==> config.mk <==
export PLATFORM = sky130hd
export DESIGN_NAME = pipelined_add_sub
export DESIGN_NICKNAME = d
export VERILOG_FILES = /design/src/rtl/pipelined_add_sub_pkg.sv /design/src/rtl/pipelined_add_sub_fa.sv /design/src/rtl/pipelined_add_sub.sv
export SDC_FILE = /design/constraint.sdc
export NUM_CORES = 1
export LEC_CHECK = 0
export CAP_MARGIN = 5
export CORE_MARGIN = 2
export CORE_UTILIZATION = 55
export CTS_CLUSTER_SIZE = 16
export DETAILED_ROUTE_END_ITERATION = 8
export DONT_BUFFER_PORTS = 1
export PLACE_DENSITY_LB_ADDON = 0.2
export SLEW_MARGIN = 20
export SYNTH_ARGS = -nofsm -noshare
export SYNTH_HDL_FRONTEND = slang
export SYNTH_HIERARCHICAL = 1
export SYNTH_SLANG_ARGS = --single-unit
export TNS_END_PERCENT = 5
==> constraint.sdc <==
create_clock -name clk -period 2.6 [get_ports clk]
set_input_delay 0.26 -clock clk [delete_from_list [all_inputs] [get_ports clk]]
set_output_delay 0.26 -clock clk [all_outputs]
set_load 0.02 [all_outputs]
==> src/rtl/pipelined_add_sub_pkg.sv <==
// Shared constants and helpers for the pipelined adder/subtractor.
package pipelined_add_sub_pkg;

    localparam logic OP_ADD = 1'b0;
    localparam logic OP_SUB = 1'b1;

    localparam int DEF_WIDTH  = 16;
    localparam int DEF_STAGES = 4;

    // Largest positive two's-complement value of a w-bit word (w <= 64).
    function automatic logic [63:0] sat_max(input int w);
        return (64'd1 << (w - 1)) - 64'd1;
    endfunction

    // Most negative two's-complement value of a w-bit word (w <= 64).
    function automatic logic [63:0] sat_min(input int w);
        return 64'd1 << (w - 1);
    endfunction

endpackage

==> src/rtl/pipelined_add_sub_fa.sv <==
// One-bit gate-level full adder, chained per slice by pipelined_add_sub.
module full_adder_cell (
    input  logic a,
    input  logic b,
    input  logic cin,
    output logic sum,
    output logic cout
);

    logic p;

    assign p    = a ^ b;
    assign sum  = p ^ cin;
    assign cout = (a & b) | (cin & p);

endmodule

==> src/rtl/pipelined_add_sub.sv <==
// Pipelined WIDTH-bit adder/subtractor: STAGES ripple slices, carry registered
// between slices, operands skewed so one op is accepted per cycle.
// Optional feature: define ADDER_SAT_EN to clamp the result on signed overflow.
module pipelined_add_sub
    import pipelined_add_sub_pkg::*;
#(
    parameter int WIDTH  = DEF_WIDTH,
    parameter int STAGES = DEF_STAGES
) (
    input  logic             clk,
    input  logic             rst,
    input  logic             in_valid,
    output logic             in_ready,
    input  logic [WIDTH-1:0] a,
    input  logic [WIDTH-1:0] b,
    input  logic             c_in,
    input  logic             sub,
    output logic             out_valid,
    input  logic             out_ready,
    output logic [WIDTH-1:0] sum,
    output logic             c_out,
    output logic             ovf,
    output logic             zero
);

    localparam int SW = WIDTH / STAGES;

    if ((STAGES < 1) || (WIDTH % STAGES != 0)) begin : g_param_chk
        $error("pipelined_add_sub: WIDTH must be a multiple of STAGES");
    end

    // Index 0 is the unregistered input side; index k+1 is the output register of slice k.
    logic [STAGES:0]                  vld_pipe;
    logic [STAGES:0][WIDTH-1:0]       res;
    logic [STAGES:0]                  cy;
    logic [STAGES-1:0][WIDTH-1:0]     op_a;
    logic [STAGES-1:0][WIDTH-1:0]     op_b;
    logic                             cmsb_q;
    logic                             adv;
    logic [WIDTH-1:0]                 raw_sum;

    // A full pipe only moves when the consumer takes the head; otherwise everything freezes.
    assign adv      = out_ready | ~vld_pipe[STAGES];
    assign in_ready = adv;

    // Subtraction is A + ~B + 1; c_in only matters for addition.
    assign vld_pipe[0] = in_valid;
    assign op_a[0]     = a;
    assign op_b[0]     = (sub == OP_SUB) ? ~b : b;
    assign res[0]      = '0;
    assign cy[0]       = (sub == OP_SUB) ? 1'b1 : c_in;

    for (genvar k = 0; k < STAGES; k++) begin : g_stage
        logic [SW:0]      c;
        logic [SW-1:0]    s;
        logic             v_q;
        logic [WIDTH-1:0] r_q;
        logic             cy_q;

        assign c[0] = cy[k];

        for (genvar j = 0; j < SW; j++) begin : g_bit
            full_adder_cell u_fa (
                .a   (op_a[k][k*SW + j]),
                .b   (op_b[k][k*SW + j]),
                .cin (c[j]),
                .sum (s[j]),
                .cout(c[j+1])
            );
        end

        // Slice result register: lower bits carried along, this slice's bits inserted.
        always_ff @(posedge clk) begin
            if (rst) begin
                v_q  <= 1'b0;
                r_q  <= '0;
                cy_q <= 1'b0;
            end else if (adv) begin
                v_q             <= vld_pipe[k];
                r_q             <= res[k];
                r_q[k*SW +: SW] <= s;
                cy_q            <= c[SW];
            end
        end

        assign vld_pipe[k+1] = v_q;
        assign res[k+1]      = r_q;
        assign cy[k+1]       = cy_q;

        if (k < STAGES - 1) begin : g_skew
            logic [WIDTH-1:0] a_q;
            logic [WIDTH-1:0] b_q;

            // Operand delay line feeding the higher slices.
            always_ff @(posedge clk) begin
                if (rst) begin
                    a_q <= '0;
                    b_q <= '0;
                end else if (adv) begin
                    a_q <= op_a[k];
                    b_q <= op_b[k];
                end
            end

            assign op_a[k+1] = a_q;
            assign op_b[k+1] = b_q;
        end else begin : g_last
            // Carry into the MSB, kept for signed-overflow detection.
            always_ff @(posedge clk) begin
                if (rst) begin
                    cmsb_q <= 1'b0;
                end else if (adv) begin
                    cmsb_q <= c[SW-1];
                end
            end
        end
    end

    assign raw_sum   = res[STAGES];
    assign out_valid = vld_pipe[STAGES];
    assign c_out     = cy[STAGES];
    assign ovf       = cy[STAGES] ^ cmsb_q;

`ifdef ADDER_SAT_EN
    localparam logic [WIDTH-1:0] SAT_HI = WIDTH'(sat_max(WIDTH));
    localparam logic [WIDTH-1:0] SAT_LO = WIDTH'(sat_min(WIDTH));

    // Clamp on overflow: a wrapped negative result means positive overflow and vice versa.
    always_comb begin
        sum = raw_sum;
        if (ovf) begin
            sum = raw_sum[WIDTH-1] ? SAT_HI : SAT_LO;
        end
    end
`else
    assign sum = raw_sum;
`endif

    // Qualified by valid so an empty pipe reports zero=0.
    assign zero = out_valid & (sum == '0);

endmodule

[Word level (Yosys, flattened, before mapping)]
Index checks and enable logic that the tools add are counted.
Word-level totals
  register bits after elaboration: 145
  word-level logic and storage cells: 107
Cells by class
  multiplexer cells: 2
  bitwise operators: 85
  reduce and logical (&&, ||, !) cells: 1
Operators by type and width (number)
  $and 1x1->1: 33
  $xor 1x1->1: 33
  $or 1x1->1: 17
  $logic_not 16->1: 1
  $mux 16: 1
  $not 16->16: 1
  $mux 1: 1
  $not 1->1: 1

[Logic depth before layout (Yosys ltp)]
Gate-level depths: netlist of the first run.
  word-level depth: 11
  depth in mapped cells: 9
  mapped depth without buffers: 7

[Cells and area by module]
The synthesis of the first run kept the hierarchy.
Modules (own cells, without submodules)
  pipelined_add_sub: instances 1, cells an instance 435, area an instance 3579.7 um2
  full_adder_cell: instances 16, cells an instance 1, area an instance 20.0 um2

[Least setup slack after synthesis of the first run]
Ideal clock, no wire load.
  path type: in2reg
  start point: in sub
  end point: reg g_stage[0].r_q[3]
  library setup time: 0.072 ns
  arrival time: 2.665 ns
  data required time: 2.528 ns
  path slack: -0.137 ns
  stages on the path: 9
  buffers on the path: 2
  path through: buf_4 -> buf_4 -> or2_2 -> fa_1 -> fa_1 -> fa_1 -> fa_1 -> nand2_1 -> a21oi_1
RTL lines
  start, declared: RTL line pipelined_add_sub.sv:17  | input logic sub,
  $mux 1: RTL line pipelined_add_sub.sv:51  | assign cy[0] = (sub == OP_SUB) ? 1'b1 : c_in;
  net cy[0]: RTL line pipelined_add_sub.sv:35  | logic [STAGES:0] cy;
  $and 1x1->1: RTL line pipelined_add_sub_fa.sv:14  | assign cout = (a & b) | (cin & p);
  $or 1x1->1: RTL line pipelined_add_sub_fa.sv:14
  net g_stage[0].c[1]: RTL line pipelined_add_sub.sv:54  | logic [SW:0] c;
  $and 1x1->1: RTL line pipelined_add_sub_fa.sv:14
  $or 1x1->1: RTL line pipelined_add_sub_fa.sv:14
  net g_stage[0].c[2]: RTL line pipelined_add_sub.sv:54
  $and 1x1->1: RTL line pipelined_add_sub_fa.sv:14
  $or 1x1->1: RTL line pipelined_add_sub_fa.sv:14
  net g_stage[0].c[3]: RTL line pipelined_add_sub.sv:54
  $xor 1x1->1: RTL line pipelined_add_sub_fa.sv:13  | assign sum = p ^ cin;
  net g_stage[0].s[3]: RTL line pipelined_add_sub.sv:55  | logic [SW-1:0] s;
  end signal, assigned: RTL line pipelined_add_sub.sv:80  | r_q <= res[k];
  end signal, assigned by index: RTL line pipelined_add_sub.sv:81  | r_q[k*SW +: SW] <= s;
  end, declared: RTL line pipelined_add_sub.sv:57  | logic [WIDTH-1:0] r_q;
The timed path passes the listed nets, and every way through them passes these cells.
A chain may end at the register's enable or synchronous reset.

[Worst setup path in the final report of the first run]
  start point: reg g_stage[1].g_skew.a_q[8]
  end point: reg g_stage[2].r_q[11]
Between the ends
  cells in the longest elaborated chain, start to end: 8
RTL lines
  start, declared: RTL line pipelined_add_sub.sv:91  | logic [WIDTH-1:0] a_q;
  start signal, assigned: RTL line pipelined_add_sub.sv:100  | a_q <= op_a[k];
  $xor 1x1->1: RTL line pipelined_add_sub_fa.sv:12  | assign p = a ^ b;
  $and 1x1->1: RTL line pipelined_add_sub_fa.sv:14
  $or 1x1->1 *: RTL line pipelined_add_sub_fa.sv:14
  net g_stage[2].c[1]: RTL line pipelined_add_sub.sv:54
  $and 1x1->1 *: RTL line pipelined_add_sub_fa.sv:14
  $or 1x1->1 *: RTL line pipelined_add_sub_fa.sv:14
  net g_stage[2].c[2]: RTL line pipelined_add_sub.sv:54
  $and 1x1->1 *: RTL line pipelined_add_sub_fa.sv:14
  $or 1x1->1 *: RTL line pipelined_add_sub_fa.sv:14
  net g_stage[2].c[3]: RTL line pipelined_add_sub.sv:54
  $xor 1x1->1 *: RTL line pipelined_add_sub_fa.sv:13
  net g_stage[2].s[3]: RTL line pipelined_add_sub.sv:55
  end signal, assigned: RTL line pipelined_add_sub.sv:80
  end signal, assigned by index: RTL line pipelined_add_sub.sv:81
  end, declared: RTL line pipelined_add_sub.sv:57
Mark *: on every way through the listed nets, which the timed path passes. The rest lies on a longest branch.

==> results of run 1 <==
==> per-layer routing <==
layer / up-vias / part of all wire (%) / wire, um
met2: 69 / 47 / 3270
met4: 0 / 1.1 / 76
li1: 1413 / - / -
met5: - / 0 / 0
met1: 1237 / 47 / 3290
met3: 8 / 4.3 / 300
==> cells in the final DEF, fill, tap and decap left out, types with 2 or more instances in the layout <==
master,n
nand2_1,168
dfxtp_1,97
a21oi_1,84
nor2_1,15
fa_1,13
xnor2_1,12
clkbuf_8,11
a211oi_2,9
xor2_1,5
buf_4,5
nor4_1,3
a211oi_1,3
fa_2,3
clkinv_2,2
bufinv_16,2
==> kinds of logic (layout without fill, tap and decap cells) <==
| kind of cell | Yosys count | in the layout | synth area share [%] |
|---|---|---|---|
| compound gates | 96 | 96 | 14.2 |
| xor+xnor | 17 | 17 | 3.82 |
| fa+ha+maj | 16 | 16 | 8.21 |
| buf+inv | 35 | 23 | 5.13 |
| flops | 97 | 97 | 49.8 |
| simple gates | 190 | 190 | 18.8 |
==> critical path, stage by stage, from the launching register on <==
cell     delay (ns)
dfxtp_1        0.35
fa_1           0.45
fa_1           0.40
fa_1           0.39
fa_1           0.50
nand2_1        0.06
a21oi_1        0.14
==> stage by stage <==
| stage | instance area [um2] | std cells |
|---|---|---|
| 5_1_grt | 4140 | 535 |
| 2_1_floorplan | 3910 | 451 |
| 3_3_place_gp | 3880 | 518 |
| 3_5_place_dp | 3880 | 518 |
| 4_1_cts | 4140 | 535 |
| 6_report | 4140 | 535 |
==> flip-flops by register name, indices dropped and copies added, names as in the netlist <==
name and cells:
g_stage.cy_q 3, c_out 1, cmsb_q 1, out_valid 1
sum 16, g_stage.g_skew.b_q 24, g_stage.r_q 24, g_stage.g_skew.a_q 24
g_stage.v_q 3
==> cells in the mapped netlist <==
cell type    n  area, um2
nand2_1    168        631
dfxtp_1     97       1940
a21oi_1     84        420
fa_1        16        320
nor2_1      15       56.3
buf_2       14       70.1
xnor2_1     12        105
a211oi_2     9        113
buf_4        9       67.6
clkbuf_1     9       33.8
xor2_1       5       43.8
a211oi_1     3       22.5
nor4_1       3       18.8
buf_6        2       22.5
inv_4        1       6.26
nand4_1      1       6.26
nor2b_1      1       6.26
nor4b_1      1       8.76
or2_2        1       6.26
==> path summary, 6_finish.rpt <==
kind	end	slack (ns)	cells past startpoint
worst min register to register	g_stage[0].g_skew.a_q[15]$_SDFFE_PP0P_	0.45	2
worst max-delay path	g_stage[2].r_q[11]$_SDFFE_PP0P_	0.25	6
worst min-delay path	g_stage[0].g_skew.a_q[15]$_SDFFE_PP0P_	0.04	2
worst max register to register	g_stage[2].r_q[11]$_SDFFE_PP0P_	0.25	6
==> where the power goes <==
part / switching (W) / total, W / internal (W) / leakage, nW
clock network: 0.000486 / 0.00108 / 0.000591 / 0.115
registers: 0.0000724 / 0.00165 / 0.00158 / 0.797
logic: 0.000122 / 0.000226 / 0.000105 / 0.644
total: 0.000680 / 0.00296 / 0.00228 / 1.56
==> area by class of cell <==
| type | instances | area (um2) | area share (%) |
|---|---|---|---|
| flip-flops and latches | 97 | 1940 | 47.0 |
| multi-input cells | 319 | 1770 | 42.9 |
| clock buffers | 11 | 151 | 3.66 |
| well taps | 96 | 120 | 2.90 |
| clock inverters | 5 | 77.6 | 1.88 |
| repair buffers | 6 | 65.1 | 1.57 |
| inverters | 1 | 6.26 | 0.151 |
==> run summary, run 1 <==
RSZ-0062 raised after global routing -> false
Worst EP required -> 2.88 ns
GR Util met3 -> 3.11%
CTS tree -> built
first-pass GRT wire length -> 11400 um
post-CTS setup buffers -> 0
starting density of the core -> 57.1%
final setup margin -> 0.245 ns
crit path capture type -> flop
status -> completed
Sink Count -> 97
CP Launch Point -> g_stage[1].g_skew.a_q[8]$_SDFFE_PP0P_
Port Buf Inserts -> 0
Synth Register Bits -> 97
Total Neg Setup Slack -> 0 ns
post-cts resize count -> 0
Pre-antenna DRT Iters -> 4
Die Y -> 88.2 um
gr ovfl total -> 0
nets -> 488
fillers -> 647
final antenna-violating net count -> 0
Worst Path Arrival -> 2.64 ns
clk buf depth -> 2
pwr dens -> 715 mW/mm2
Hold Startpoint -> a[15]
vias in the first global route -> 2555
area of the core -> 0.00683 mm2
post-layout util -> 60.5%
Final Power -> 0.00296 W
reported leakage power -> 1.56 nW
cts hold-fix bufs -> 1
n_diodes -> 0
Final setup violation count -> 0
Mean Syn Cell Area -> 8.65 um2
Tcrit/Tclk final -> 90.6%
Max FO, Critical Path -> 2
clock root buffer -> clkbuf_8
WS Path Type -> reg -> reg
Post-DP HPWL -> 4490 um
Final Hold Fails -> 0
antenna violations before repair -> 0
final WL -> 6940 um
via count -> 2727
total CTS buffers -> 9
clock skew -> 0.00586 ns
M2 GR Usage -> 30.3%
VDD IR-drop max -> 0.374 mV
residual DRC count -> 0
GRT Overall Usage -> 18.7%
clock latency on the worst-skew pair -> 0.35 ns
Mapped Cells -> 451
Final min period -> 2.35 ns
Cell Area, Synth -> 0.00390 mm2
Boundary Pins -> 59
Iter 0 DRT Violations -> 120
pre-CTS setup slack -> 0.264 ns
Distinct cells, synth -> 19
Reg-to-Reg Start -> g_stage[1].g_skew.a_q[8]$_SDFFE_PP0P_
Wirelength per Cell -> 13.0 um
H-tree depth -> 3
row cnt -> 30
Die W -> 88.2 um
worst-margin pin slew -> 0.797 ns
Synth Net Count -> 505
layout cells sized above 1 -> 8.43%
GRT met1 Usage -> 25.0%
clk slew on worst S/H paths -> 0.09 ns
Die ar. -> 0.00778 mm2
Slew HR -> 46.9%
largest net degree at the start of global routing -> 98
max frequency -> 0.425 GHz
crit start category -> flop
Worst Hold Class -> in -> reg
max-cap viol count -> 0
GRT Max-Usage Layer -> met2
yosys warns -> 6
Slew Limit Fails -> 0
RePlAce Congestion -> 0.776
sequential element share of the synthesized area -> 49.8%
Avg Vias per Cell -> 5.10
Area Overhead vs Synth -> 6.03%
Hold Slack -> 0.0419 ns
No activity file was read; power rests on OpenSTA's default activity.
==> inputs of run 2 (changes only) <==
- clock period: 2.6 -> 2.55 ns (I/O delays scaled with it)
==> run summary, run 2 (synthesis results as in run 1) <==
post-CTS setup buffers -> 0 (unchanged)
gr ovfl total -> 0 (unchanged)
Final Hold Fails -> 0 (unchanged)
fin cells -> 536 (+0.19%)
clk buf depth -> 2 (unchanged)
CTS tree -> built
max frequency -> 0.427 GHz (+0.52%)
CP max stage cell -> fa_1
area of the core -> 0.00683 mm2 (unchanged)
VDD IR-drop max -> 0.395 mV (+5.6%)
first-pass GRT wire length -> 12000 um (+5.2%)
n_diodes -> 0 (unchanged)
slowest stage delay, CP -> 0.49 ns (about the same)
clock latency on the worst-skew pair -> 0.36 ns (about the same)
largest net degree at the start of global routing -> 98 (unchanged)
WS Path Type -> reg -> reg
GRT Overall Usage -> 19.9% (+1.1 points)
nets -> 489 (+0.20%)
Area Overhead vs Synth -> 6.13% (about the same)
Iter 0 DRT Violations -> 155 (+29%)
commonest non-fill, non-tap cell in the layout -> nand2_1
Final Power -> 0.00299 W (+1.0%)
Critical Path Most Common Cell -> fa_1
pwr dens -> 722 mW/mm2 (+0.91%)
clk slew on worst S/H paths -> 0.09 ns (about the same)
Final min period -> 2.34 ns (-0.0122 ns)
Total Neg Setup Slack -> 0 ns (unchanged)
final WL -> 7150 um (+3.1%)
reported leakage power -> 1.56 nW (about the same)
Die Y -> 88.2 um (unchanged)
Reg-to-Reg Start -> g_stage[2].g_skew.a_q[12]$_SDFFE_PP0P_
CP Launch Point -> g_stage[2].g_skew.a_q[12]$_SDFFE_PP0P_
RSZ-0062 raised after global routing -> false
Final setup violation count -> 0 (unchanged)
Slew HR -> 44.4% (-2.5 points)
Port Buf Inserts -> 0 (unchanged)
Worst EP required -> 2.84 ns (-0.04 ns)
Post-DP HPWL -> 4540 um (+1.1%)
Avg Vias per Cell -> 5.12 (+0.44%)
residual DRC count -> 0 (unchanged)
commonest non-fill, non-tap cells in the layout -> nand2_1 (168), dfxtp_1 (97), a21oi_1 (84)
starting density of the core -> 57.1% (unchanged)
Cell Chain, Critical Path -> fa_1, fa_1, fa_1, fa_1, nand2_1, a21oi_1
clock skew -> 0.00730 ns (+0.00144 ns)
row cnt -> 30 (unchanged)
via count -> 2744 (+0.62%)
status -> completed
worst-margin pin slew -> 0.834 ns (+0.0371 ns)
Wirelength per Cell -> 13.3 um (+2.9%)
Max FO, Critical Path -> 2 (unchanged)
Worst Path Arrival -> 2.64 ns (about the same)
crit path capture type -> flop
Worst Hold Class -> in -> reg
Boundary Pins -> 59 (unchanged)
crit start category -> flop
RePlAce Congestion -> 0.746 (-4.0%)
max-cap viol count -> 0 (unchanged)
Die W -> 88.2 um (unchanged)
Die ar. -> 0.00778 mm2 (unchanged)
layout cells sized above 1 -> 8.64% (+0.21 points)
Slew Limit Fails -> 0 (unchanged)
final antenna-violating net count -> 0 (unchanged)
Sink Count -> 97 (unchanged)
Hold Slack -> 0.0269 ns (-0.0150 ns)
Hold Startpoint -> a[13]
DP Cell Count -> 519 (+0.19%)
H-tree depth -> 3 (unchanged)
biggest regs -> g_stage.g_skew.a_q (24), g_stage.g_skew.b_q (24), g_stage.r_q (24)
total CTS buffers -> 9 (unchanged)
Pre-antenna DRT Iters -> 4 (unchanged)
Tcrit/Tclk final -> 91.9% (+1.3 points)
vias in the first global route -> 2640 (+3.3%)
antenna violations before repair -> 0 (unchanged)
clock root buffer -> clkbuf_8
-- run 2: where the power goes --
group	leakage (nW)	internal [W]	switching, W	total, W
Clock	0.112	0.000562	0.000505	0.00107
Combinational	0.648	0.000107	0.000126	0.000233
Sequential	0.797	0.00161	0.0000738	0.00169
Total	1.56	0.00228	0.000705	0.00299
-- run 2: worst paths after layout --
check | to | slack (ns) | cells past startpoint
setup / recovery | sum[15]$_SDFFE_PP0P_ | 0.21 | 6
hold / removal | g_stage[0].g_skew.a_q[13]$_SDFFE_PP0P_ | 0.03 | 2
setup reg to reg | sum[15]$_SDFFE_PP0P_ | 0.21 | 6
hold reg to reg | g_stage[2].r_q[1]$_SDFFE_PP0P_ | 0.45 | 2
-- run 2: worst max-delay path: cells and delay by family (launching register included) --
kind | cells | cell delay, ns
simple gates | 1 | 0.05
flops | 1 | 0.34
compound gates | 1 | 0.15
fa+ha+maj | 4 | 1.75
-- run 2: area by class of cell --
cell class | count | area, um2
fill | 651 | 2690
sequential | 97 | 1940
multi-input combinational | 319 | 1770
clock buffer | 13 | 179
tap | 96 | 120
timing repair buffer | 7 | 72.6
clock inverter | 3 | 46.3
inverter | 1 | 6.26
-- run 2: through the flow --
step	setup slack, ns	area, um2	utilization, %
2_1_floorplan	-0.0242	3920	-
3_3_place_gp	0.262	3890	56.9
3_5_place_dp	0.232	3890	56.9
4_1_cts	0.207	4140	60.6
5_1_grt	0.106	4140	60.6
6_report	0.207	4140	60.6
-- run 2: what timing repair did --
| action | in CTS | in global routing |
|---|---|---|
| endpoints found under the hold margin | 97 | 0 |
| hold buffers | 1 | 0 |
| resized for setup | 0 | 0 |
-- run 2: per-layer routing --
metal  global-route usage [%]  vias to the layer above  wire length (um)
met2                     32.1                       49              3390
met5                        0                        -                 0
met4                     9.09                        0               110
li1                         -                     1418                 -
met1                     26.0                     1270              3370
met3                     3.68                        7               275
